## config.mk

```make
export PLATFORM = sky130hd
export DESIGN_NAME = count_arbiter_flat
export DESIGN_NICKNAME = d
export VERILOG_FILES = /design/src/rtl/count_arbiter_if.sv /design/src/rtl/count_arbiter.sv /design/src/flat_wrapper.sv
export SDC_FILE = /design/constraint.sdc
export NUM_CORES = 1
export LEC_CHECK = 0
export ABC_AREA = 1
export ABC_CLOCK_PERIOD_IN_PS = 1130
export BUFFER_PORTS_ARGS = -buffer_cell sky130_fd_sc_hd__clkbuf_2
export CORE_AREA = 2 2 39 41
export CTS_CLUSTER_SIZE = 25
export DETAILED_ROUTE_END_ITERATION = 8
export DIE_AREA = 0 0 41 43
export PLACE_DENSITY = 0.59
export SLEW_MARGIN = 0
export SYNTH_ARGS = -nofsm -noshare
export SYNTH_HDL_FRONTEND = slang
export SYNTH_SLANG_ARGS = --single-unit
```

## constraint.sdc

```tcl
create_clock -name clk -period 1.13 [get_ports clk]
set_input_delay 0.226 -clock clk [delete_from_list [all_inputs] [get_ports clk]]
set_output_delay 0.226 -clock clk [all_outputs]
set_load 0.01 [all_outputs]
```

## src/rtl/count_arbiter_if.sv

```systemverilog
// Bus between the requesters and the shared-counter arbiter.
// Latency: none, this is wiring only.
// Backpressure: none here. The arbiter holds off other requesters until the granted one releases.
interface count_arbiter_if #(
    parameter int N_REQ = 2,
    parameter int WIDTH = 3
);
    logic [N_REQ-1:0] req;
    logic [N_REQ-1:0] dir;
    logic [N_REQ-1:0] gnt;
    logic             busy;
    logic [WIDTH-1:0] count;

    // Requester side: drives requests and directions, observes grants and the count.
    modport master (
        output req,
        output dir,
        input  gnt,
        input  busy,
        input  count
    );

    // Arbiter side: owns the grant, the busy flag and the shared count.
    modport slave (
        input  req,
        input  dir,
        output gnt,
        output busy,
        output count
    );
endinterface

```

## src/rtl/count_arbiter.sv

```systemverilog
// Round-robin arbiter that applies one +/-1 step to a shared counter per granted request.
// Latency: the gnt pulse appears the cycle after req is sampled in IDLE, and count updates at the edge closing that pulse.
// Backpressure: one step per req assertion. Other requesters stay pending until the granted one drops req.
module count_arbiter #(
    parameter int N_REQ = 2,
    parameter int WIDTH = 3
) (
    input  logic           clk,
    input  logic           reset,
    count_arbiter_if.slave bus
);
    localparam int IDX_W = (N_REQ > 1) ? $clog2(N_REQ) : 1;

    localparam logic [1:0] IDLE    = 2'd0;
    localparam logic [1:0] STEP    = 2'd1;
    localparam logic [1:0] RELEASE = 2'd2;

    // After reset the pointer sits on the top requester, so requester 0 wins the first decision.
    localparam logic [IDX_W-1:0] LAST_RST = IDX_W'(N_REQ - 1);

    logic [1:0]       state;
    logic [1:0]       next_state;
    logic [IDX_W-1:0] sel;
    logic             sel_dir;
    logic [IDX_W-1:0] last;
    logic [N_REQ-1:0] gnt_q;
    logic             busy_q;
    logic [WIDTH-1:0] count_q;

    logic             any_req;
    logic             hi_hit;
    logic [IDX_W-1:0] hi_sel;
    logic [IDX_W-1:0] lo_sel;
    logic [IDX_W-1:0] rr_sel;
    logic [N_REQ-1:0] rr_onehot;
    logic             release_done;

    assign any_req      = |bus.req;
    assign release_done = !bus.req[sel];

    // Round-robin pick. Prefer the lowest active index above last, otherwise wrap to the lowest active index.
    // The loop runs downward so the final assignment is the lowest qualifying index.
    always_comb begin
        hi_hit = 1'b0;
        hi_sel = '0;
        lo_sel = '0;
        for (int i = N_REQ - 1; i >= 0; i--) begin
            if (bus.req[i]) begin
                lo_sel = IDX_W'(i);
                if (IDX_W'(i) > last) begin
                    hi_sel = IDX_W'(i);
                    hi_hit = 1'b1;
                end
            end
        end
        rr_sel = hi_hit ? hi_sel : lo_sel;
    end

    // One-hot form of the winner, loaded straight into the grant register.
    always_comb begin
        rr_onehot = '0;
        for (int i = 0; i < N_REQ; i++) begin
            rr_onehot[i] = (rr_sel == IDX_W'(i));
        end
    end

    // Next-state logic. STEP always lasts one cycle. RELEASE waits for the served requester to let go.
    always_comb begin
        next_state = state;
        case (state)
            IDLE:    if (any_req) next_state = STEP;
            STEP:    next_state = RELEASE;
            RELEASE: if (release_done) next_state = IDLE;
            default: next_state = IDLE;
        endcase
    end

    // State register.
    always_ff @(posedge clk or posedge reset) begin
        if (reset) begin
            state <= IDLE;
        end else begin
            state <= next_state;
        end
    end

    // Latch the winner and its direction at the decision.
    // Later changes to dir or req cannot alter the step in flight.
    always_ff @(posedge clk or posedge reset) begin
        if (reset) begin
            sel     <= '0;
            sel_dir <= 1'b0;
        end else if (state == IDLE && any_req) begin
            sel     <= rr_sel;
            sel_dir <= bus.dir[rr_sel];
        end
    end

    // Advance the fairness pointer when the step completes, so the requester just served drops to lowest priority.
    always_ff @(posedge clk or posedge reset) begin
        if (reset) begin
            last <= LAST_RST;
        end else if (state == STEP) begin
            last <= sel;
        end
    end

    // Shared counter. Modulo 2^WIDTH in both directions, with no saturation.
    always_ff @(posedge clk or posedge reset) begin
        if (reset) begin
            count_q <= '0;
        end else if (state == STEP) begin
            count_q <= sel_dir ? count_q + WIDTH'(1) : count_q - WIDTH'(1);
        end
    end

    // Registered grant. High only during the STEP cycle.
    always_ff @(posedge clk or posedge reset) begin
        if (reset) begin
            gnt_q <= '0;
        end else if (state == IDLE && any_req) begin
            gnt_q <= rr_onehot;
        end else begin
            gnt_q <= '0;
        end
    end

    // Registered busy. Tracks "FSM not in IDLE" with no combinational path from the inputs.
    always_ff @(posedge clk or posedge reset) begin
        if (reset) begin
            busy_q <= 1'b0;
        end else begin
            busy_q <= (next_state != IDLE);
        end
    end

    assign bus.gnt   = gnt_q;
    assign bus.busy  = busy_q;
    assign bus.count = count_q;

endmodule

```

## src/flat_wrapper.sv

```systemverilog
// flat-port wrapper written by rule: the top's interface ports become plain ports
module count_arbiter_flat 
#(
    parameter int N_REQ = 2,
    parameter int WIDTH = 3
)
  (clk, reset, bus_req, bus_dir, bus_gnt, bus_busy, bus_count);
  count_arbiter_if #(.N_REQ(N_REQ), .WIDTH(WIDTH)) bus_i ();
  input  logic clk;
  input  logic reset;
  input wire logic [$bits(bus_i.req)-1:0] bus_req;
  input wire logic [$bits(bus_i.dir)-1:0] bus_dir;
  output wire logic [$bits(bus_i.gnt)-1:0] bus_gnt;
  output wire logic [$bits(bus_i.busy)-1:0] bus_busy;
  output wire logic [$bits(bus_i.count)-1:0] bus_count;
  assign bus_i.req = bus_req;
  assign bus_i.dir = bus_dir;
  assign bus_gnt = bus_i.gnt;
  assign bus_busy = bus_i.busy;
  assign bus_count = bus_i.count;
  count_arbiter #(.N_REQ(N_REQ), .WIDTH(WIDTH)) u_core (.clk(clk), .reset(reset), .bus(bus_i));
endmodule
```

=== After elaboration in Yosys (flattened, before gate mapping) ===
Cells that the tools add are included.

* Output and inout port bits: 6
* Bits in registers: 11
* Bits in writable memories: 0
* Word-level logic and storage cells: 38
* Input port bits: 6
* Bits in latches: 0
* ROM bits: 0
* Memories kept: 0

* Order comparisons: 4
* Div/mod/pow operators: 0
* Shift-type cells: 0
* Mux-type cells: 18
* Multiply operators: 0
* Reductions and logical operators: 4
* Bitwise operators: 1
* Add/sub/neg operators: 2
* Equality and inequality tests: 2

{| class="wikitable"
|+ Operator list
! operator !! count
|-
| 2-to-1 mux 1 bit || 13
|-
| 2-to-1 mux 2 bit || 3
|-
| one-hot mux 2 bit (3 select lines) || 1
|-
| less-than comparator 1 x 2 -> 1 bit, second input constant || 2
|-
| adder 3 x 1 -> 3 bit, second input constant || 1
|-
| 2-to-1 mux 3 bit || 1
|-
| subtractor 3 x 1 -> 3 bit, second input constant || 1
|-
| equality test 2 x 1 -> 1 bit, second input constant || 1
|-
| equality test 2 bit, second input constant || 1
|-
| > comparator 1 bit, first input constant || 2
|-
| zero test 2 bit || 1
|-
| nonzero test 2 bit || 1
|-
| OR reduction 2 bit || 1
|-
| logical AND 1 bit || 1
|-
| NOT 1 bit || 1
|}

=== Longest topological paths before layout ===
* Depth after elaboration: 8
* Gate-level depth with buffers: 7
* Gate-level depth less buffers: 7

=== Worst setup path before layout ===
OpenSTA, ideal clock, no wires.

* Path type: register -> register
* Start point: register u_core.count_q[0], in the netlist u_core.bus.count[0]
* End point: register u_core.count_q[2], in the netlist u_core.bus.count[2]
* Period minus slack after synthesis: 1.234 ns
* Path buffers: 0
* Required time: 1.013 ns
* Data arrival time: 1.117 ns
* Cell stages (with the launch flop): 6
* Library setup time: 0.117 ns
* Path slack: -0.104 ns
* Path through: dfrtp_1 -> fa_1 -> nand2_1 -> nand3_1 -> nand2_1 -> nand2_1

* Cells in the longest elaborated chain, start to end: 2
* Elaborated cells between the ends (all ways): 3
* Classes of those cells: add/sub (2); mux (1)

{| class="wikitable"
|+ Ends and longest elaborated chain
! what !! RTL line !! source
|-
| start, declared || count_arbiter.sv:28 || <nowiki>logic [WIDTH-1:0] count_q;</nowiki>
|-
| start signal, assigned || count_arbiter.sv:113 || <nowiki>count_q <= sel_dir ? count_q + WIDTH'(1) : count_q - WIDTH'(1);</nowiki>
|-
| subtractor 3 x 1 -> 3 bit / adder 3 x 1 -> 3 bit (equally long branches) || count_arbiter.sv:113 ||
|-
| 2-to-1 mux 3 bit * || count_arbiter.sv:113 ||
|}

Every way passes the cells marked *; elsewhere a longest branch is shown, timed or not.
A chain may end at the register's enable or synchronous reset.

=== Worst setup path after layout ===
* Start point: register u_core.sel_dir
* End point: register u_core.count_q[2], in the netlist u_core.bus.count[2]

* Cells in the longest elaborated chain, start to end: 1

{| class="wikitable"
|+ Ends and longest elaborated chain
! what !! RTL line !! source
|-
| start, declared || count_arbiter.sv:24 || <nowiki>logic sel_dir;</nowiki>
|-
| start signal, assigned || count_arbiter.sv:95 || <nowiki>sel_dir <= bus.dir[rr_sel];</nowiki>
|-
| 2-to-1 mux 3 bit || count_arbiter.sv:113 ||
|}

No other way between the ends.

==> results by group <==
Critical path
  – Worst path required time: 1.29 ns
  – Crit Path Category: reg -> reg
  – R2r startpoint: u_core.sel_dir$_DFFE_PP0P_
  – Setup crit end kind: flop
  – Worst EP arrival: 1.31 ns
  – Worst setup path startpoint: u_core.sel_dir$_DFFE_PP0P_
  – CP Max Fanout: 2
  – Worst setup SP type: flop

Finish
  – Antenna cells: 0
  – Area Growth Syn to Fin: 35.7%
  – Final core utilization: 0.481
  – Share of layout cells above drive strength 1: 0.419
  – Post-layout nets: 82

Logic synthesis
  – Syn avg cell area: 9.25 µm²
  – Synth Instances: 53
  – Sequential share of the synthesized area: 0.564
  – Register bit total from synthesis: 11
  – Synthesized area: 490 µm²
  – Yosys warns: 0
  – Syn_nets: 60
  – Netlist cell types: 16

CTS
  – Clk slew on worst S/H paths: 0.07 ns
  – Clk sink count: 11
  – Clk_lat worst skew: 0.26 ns
  – H-tree levels: 1
  – CTS root buffer: clkbuf_4
  – CTS tree: yes
  – Clock Tree Buf Depth: 2
  – CTS Buf Count: 3

Global routing
  – First-pass GRT wire length: 1.47 mm
  – Pin count of the biggest net entering global routing: 12
  – Grt total ovfl: 0
  – Vias in the first global route: 341
  – Initial antenna violation count: 0
  – GRT Overall Usage: 0.130

Floorplan
  – Die Wd: 41 µm
  – Die area: 1760 µm²
  – Cell row count: 14
  – Initial Utilization: 0.354
  – Core area: 1380 µm²
  – IO Count: 12
  – Die Y: 43 µm

Routing
  – Final ANT Viol Nets: 0
  – WL final: 891 µm
  – Vias per cell: 4.32
  – DRT iter0 DRCs: 5
  – Number of remaining DRC errors: 0
  – Vias: 389
  – Drt pass-1 iters: 2
  – Post-DR wirelength/cell: 9.90 µm

Flow run
  – Total of max-cap violations: 0

Timing
  – Minimum clock period after layout: 1.15 ns
  – FMAX: 0.870 GHz
  – Count of final setup violators: 3
  – Clock Skew: 0.000761 ns
  – Crit share post-route: 1.02
  – Slew Limit Fails: 0
  – Hold Vio Cnt, Final: 0
  – Max_slew headroom: 0.717
  – Worst Max-Slew Pin Slew: 0.425 ns
  – RSZ-0062 raised after global routing: true
  – Worst setup margin: -0.0196 ns

Power and ir drop
  – Sw frac: 0.378
  – Sequential group share of total power: 0.380
  – Peak supply drop: 814 µV
  – Net Sw Power: 713 µW
  – P_int: 1.17 mW
  – Lkg Pwr: 0.359 nW
  – PD cells: 2830 nW/µm²
  – Logic pwr share: 0.476
  – Clk pwr share: 0.144

Place
  – GPL Wtd Cong: 0.748
  – HPWL Detailed: 668 µm
  – IO buf count: 11
  – Pre-CTS worst setup slack: -0.0182 ns

Run status
  – Failing checks: setup timing
  – Outcome: complete, but fails checks

Worst hold path
  – Hold Path Class: in -> reg
  – Hold path start: bus_dir[0]
[area by class of cell]
type / count / area, µm²
Clock buffer: 4 / 26.3
Tap cell: 16 / 20.0
Fill cell: 140 / 718
Timing Repair Buffer: 17 / 123
Inverter: 8 / 30.0
Sequential cell: 11 / 278
Multi-Input combinational cell: 34 / 189
[worst paths after layout]
check | slack [ns] | depth (start not counted) | to
max in group asynchronous | 0.33 | 3 | u_core.last$_DFFE_PP1N_
min in group asynchronous | 0.47 | 3 | u_core.bus.busy$_DFF_PP0_
worst max-delay path | -0.02 | 6 | u_core.bus.count[2]$_DFFE_PP0N_
worst max register to register | -0.02 | 6 | u_core.bus.count[2]$_DFFE_PP0N_
worst min register to register | 0.48 | 2 | u_core.last$_DFFE_PP1N_
worst min-delay path | 0.24 | 5 | u_core.sel_dir$_DFFE_PP0P_
[kinds of logic (layout without fill, tap and decap cells)]
group,Yosys count,after routing,synth area share
AO/OA/AOI/OAI,4,4,0.0689
XOR/XNOR,1,1,0.0179
buffers and inverters,8,29,0.0612
AND/OR/NAND/NOR,28,28,0.247
flip-flops,11,11,0.564
adder cells (fa/ha/maj),1,1,0.0408
[per-stage QoR]
stage / TNS, ns / hold slack, ns / total power, mW / area, µm² / instances
after floorplan: 0 / 0.0777 / 1.21 / 494 / 53
final: -0.0477 / 0.245 / 1.89 / 666 / 90
after global routing: -0.232 / 0.252 / 2.07 / 666 / 90
after detailed placement: -0.0182 / 0.234 / 1.50 / 592 / 83
after CTS: -0.0989 / 0.242 / 1.84 / 643 / 89
after global placement: 0 / 0.228 / 1.47 / 592 / 83
[what timing repair did]
action	CTS	global route
pin swaps	0	0
setup buffers	1	1
setup endpoints to repair	4	4
hold buffers	1	0
gates resized for setup	3	5
hold endpoints to repair	10	0
[per-layer routing]
metal  up-vias  global-route usage  share of wire  wire (µm)
met1       177               0.173           0.44        392
met4         0              0.0800          0.013         12
li1        206                   -              -          -
met5         -                   0              0          0
met2         4               0.181           0.51        454
met3         2              0.0314          0.036         32
[flip-flops by register name (all words and copies together), names as in the netlist]
| register | count |
|---|---|
| u_core.bus.gnt | 2 |
| u_core.sel | 1 |
| u_core.sel_dir | 1 |
| u_core.bus.count | 3 |
| u_core.bus.busy | 1 |
| u_core.state | 2 |
| u_core.last | 1 |
[power groups by stage]
stage | sequential (mW) | combinational, mW | clock [mW]
finish | 0.717 | 0.898 | 0.271
global route | 0.743 | 1.02 | 0.307
CTS | 0.717 | 0.836 | 0.284
detailed placement | 0.715 | 0.782 | 0
global placement | 0.713 | 0.758 | 0
floorplan | 0.758 | 0.455 | 0
[critical path: stages, from the launching register on]
cell     delay (ns)
dfrtp_1        0.36
inv_2          0.05
fa_2           0.38
inv_1          0.07
nand2_2        0.05
nand4_1        0.08
nand2_1        0.06
[cell usage in the layout, fill, tap and decap left out]
master | netlist | final
a21oi_1 | 1 | 1
buf_4 | 0 | 3
buf_6 | 0 | 4
clkbuf_1 | 0 | 1
clkbuf_2 | 0 | 9
clkbuf_4 | 0 | 3
dfrtp_1 | 10 | 9
dfrtp_2 | 0 | 1
dfstp_2 | 1 | 1
dlygate4sd3_1 | 0 | 1
fa_2 | 0 | 1
inv_1 | 6 | 5
inv_2 | 2 | 3
nand2_1 | 18 | 17
nand2_2 | 3 | 4
nand3_1 | 3 | 3
nand4_1 | 1 | 1
nor2_1 | 2 | 2
nor2_2 | 1 | 1
o211ai_1 | 1 | 1
o21ai_1 | 1 | 1
o21ai_4 | 1 | 1
xnor2_1 | 1 | 1
[cells in the mapped netlist]
master	instances	area, µm²
nand2_1	18	67.6
dfrtp_1	10	250
inv_1	6	22.5
nand2_2	3	18.8
nand3_1	3	15.0
inv_2	2	7.51
nor2_1	2	7.51
a21oi_1	1	5.00
dfstp_2	1	26.3
fa_1	1	20.0
nand4_1	1	6.26
nor2_2	1	6.26
o211ai_1	1	7.51
o21ai_1	1	5.00
o21ai_4	1	16.3
xnor2_1	1	8.76
Power figures use the tool's default switching activity.
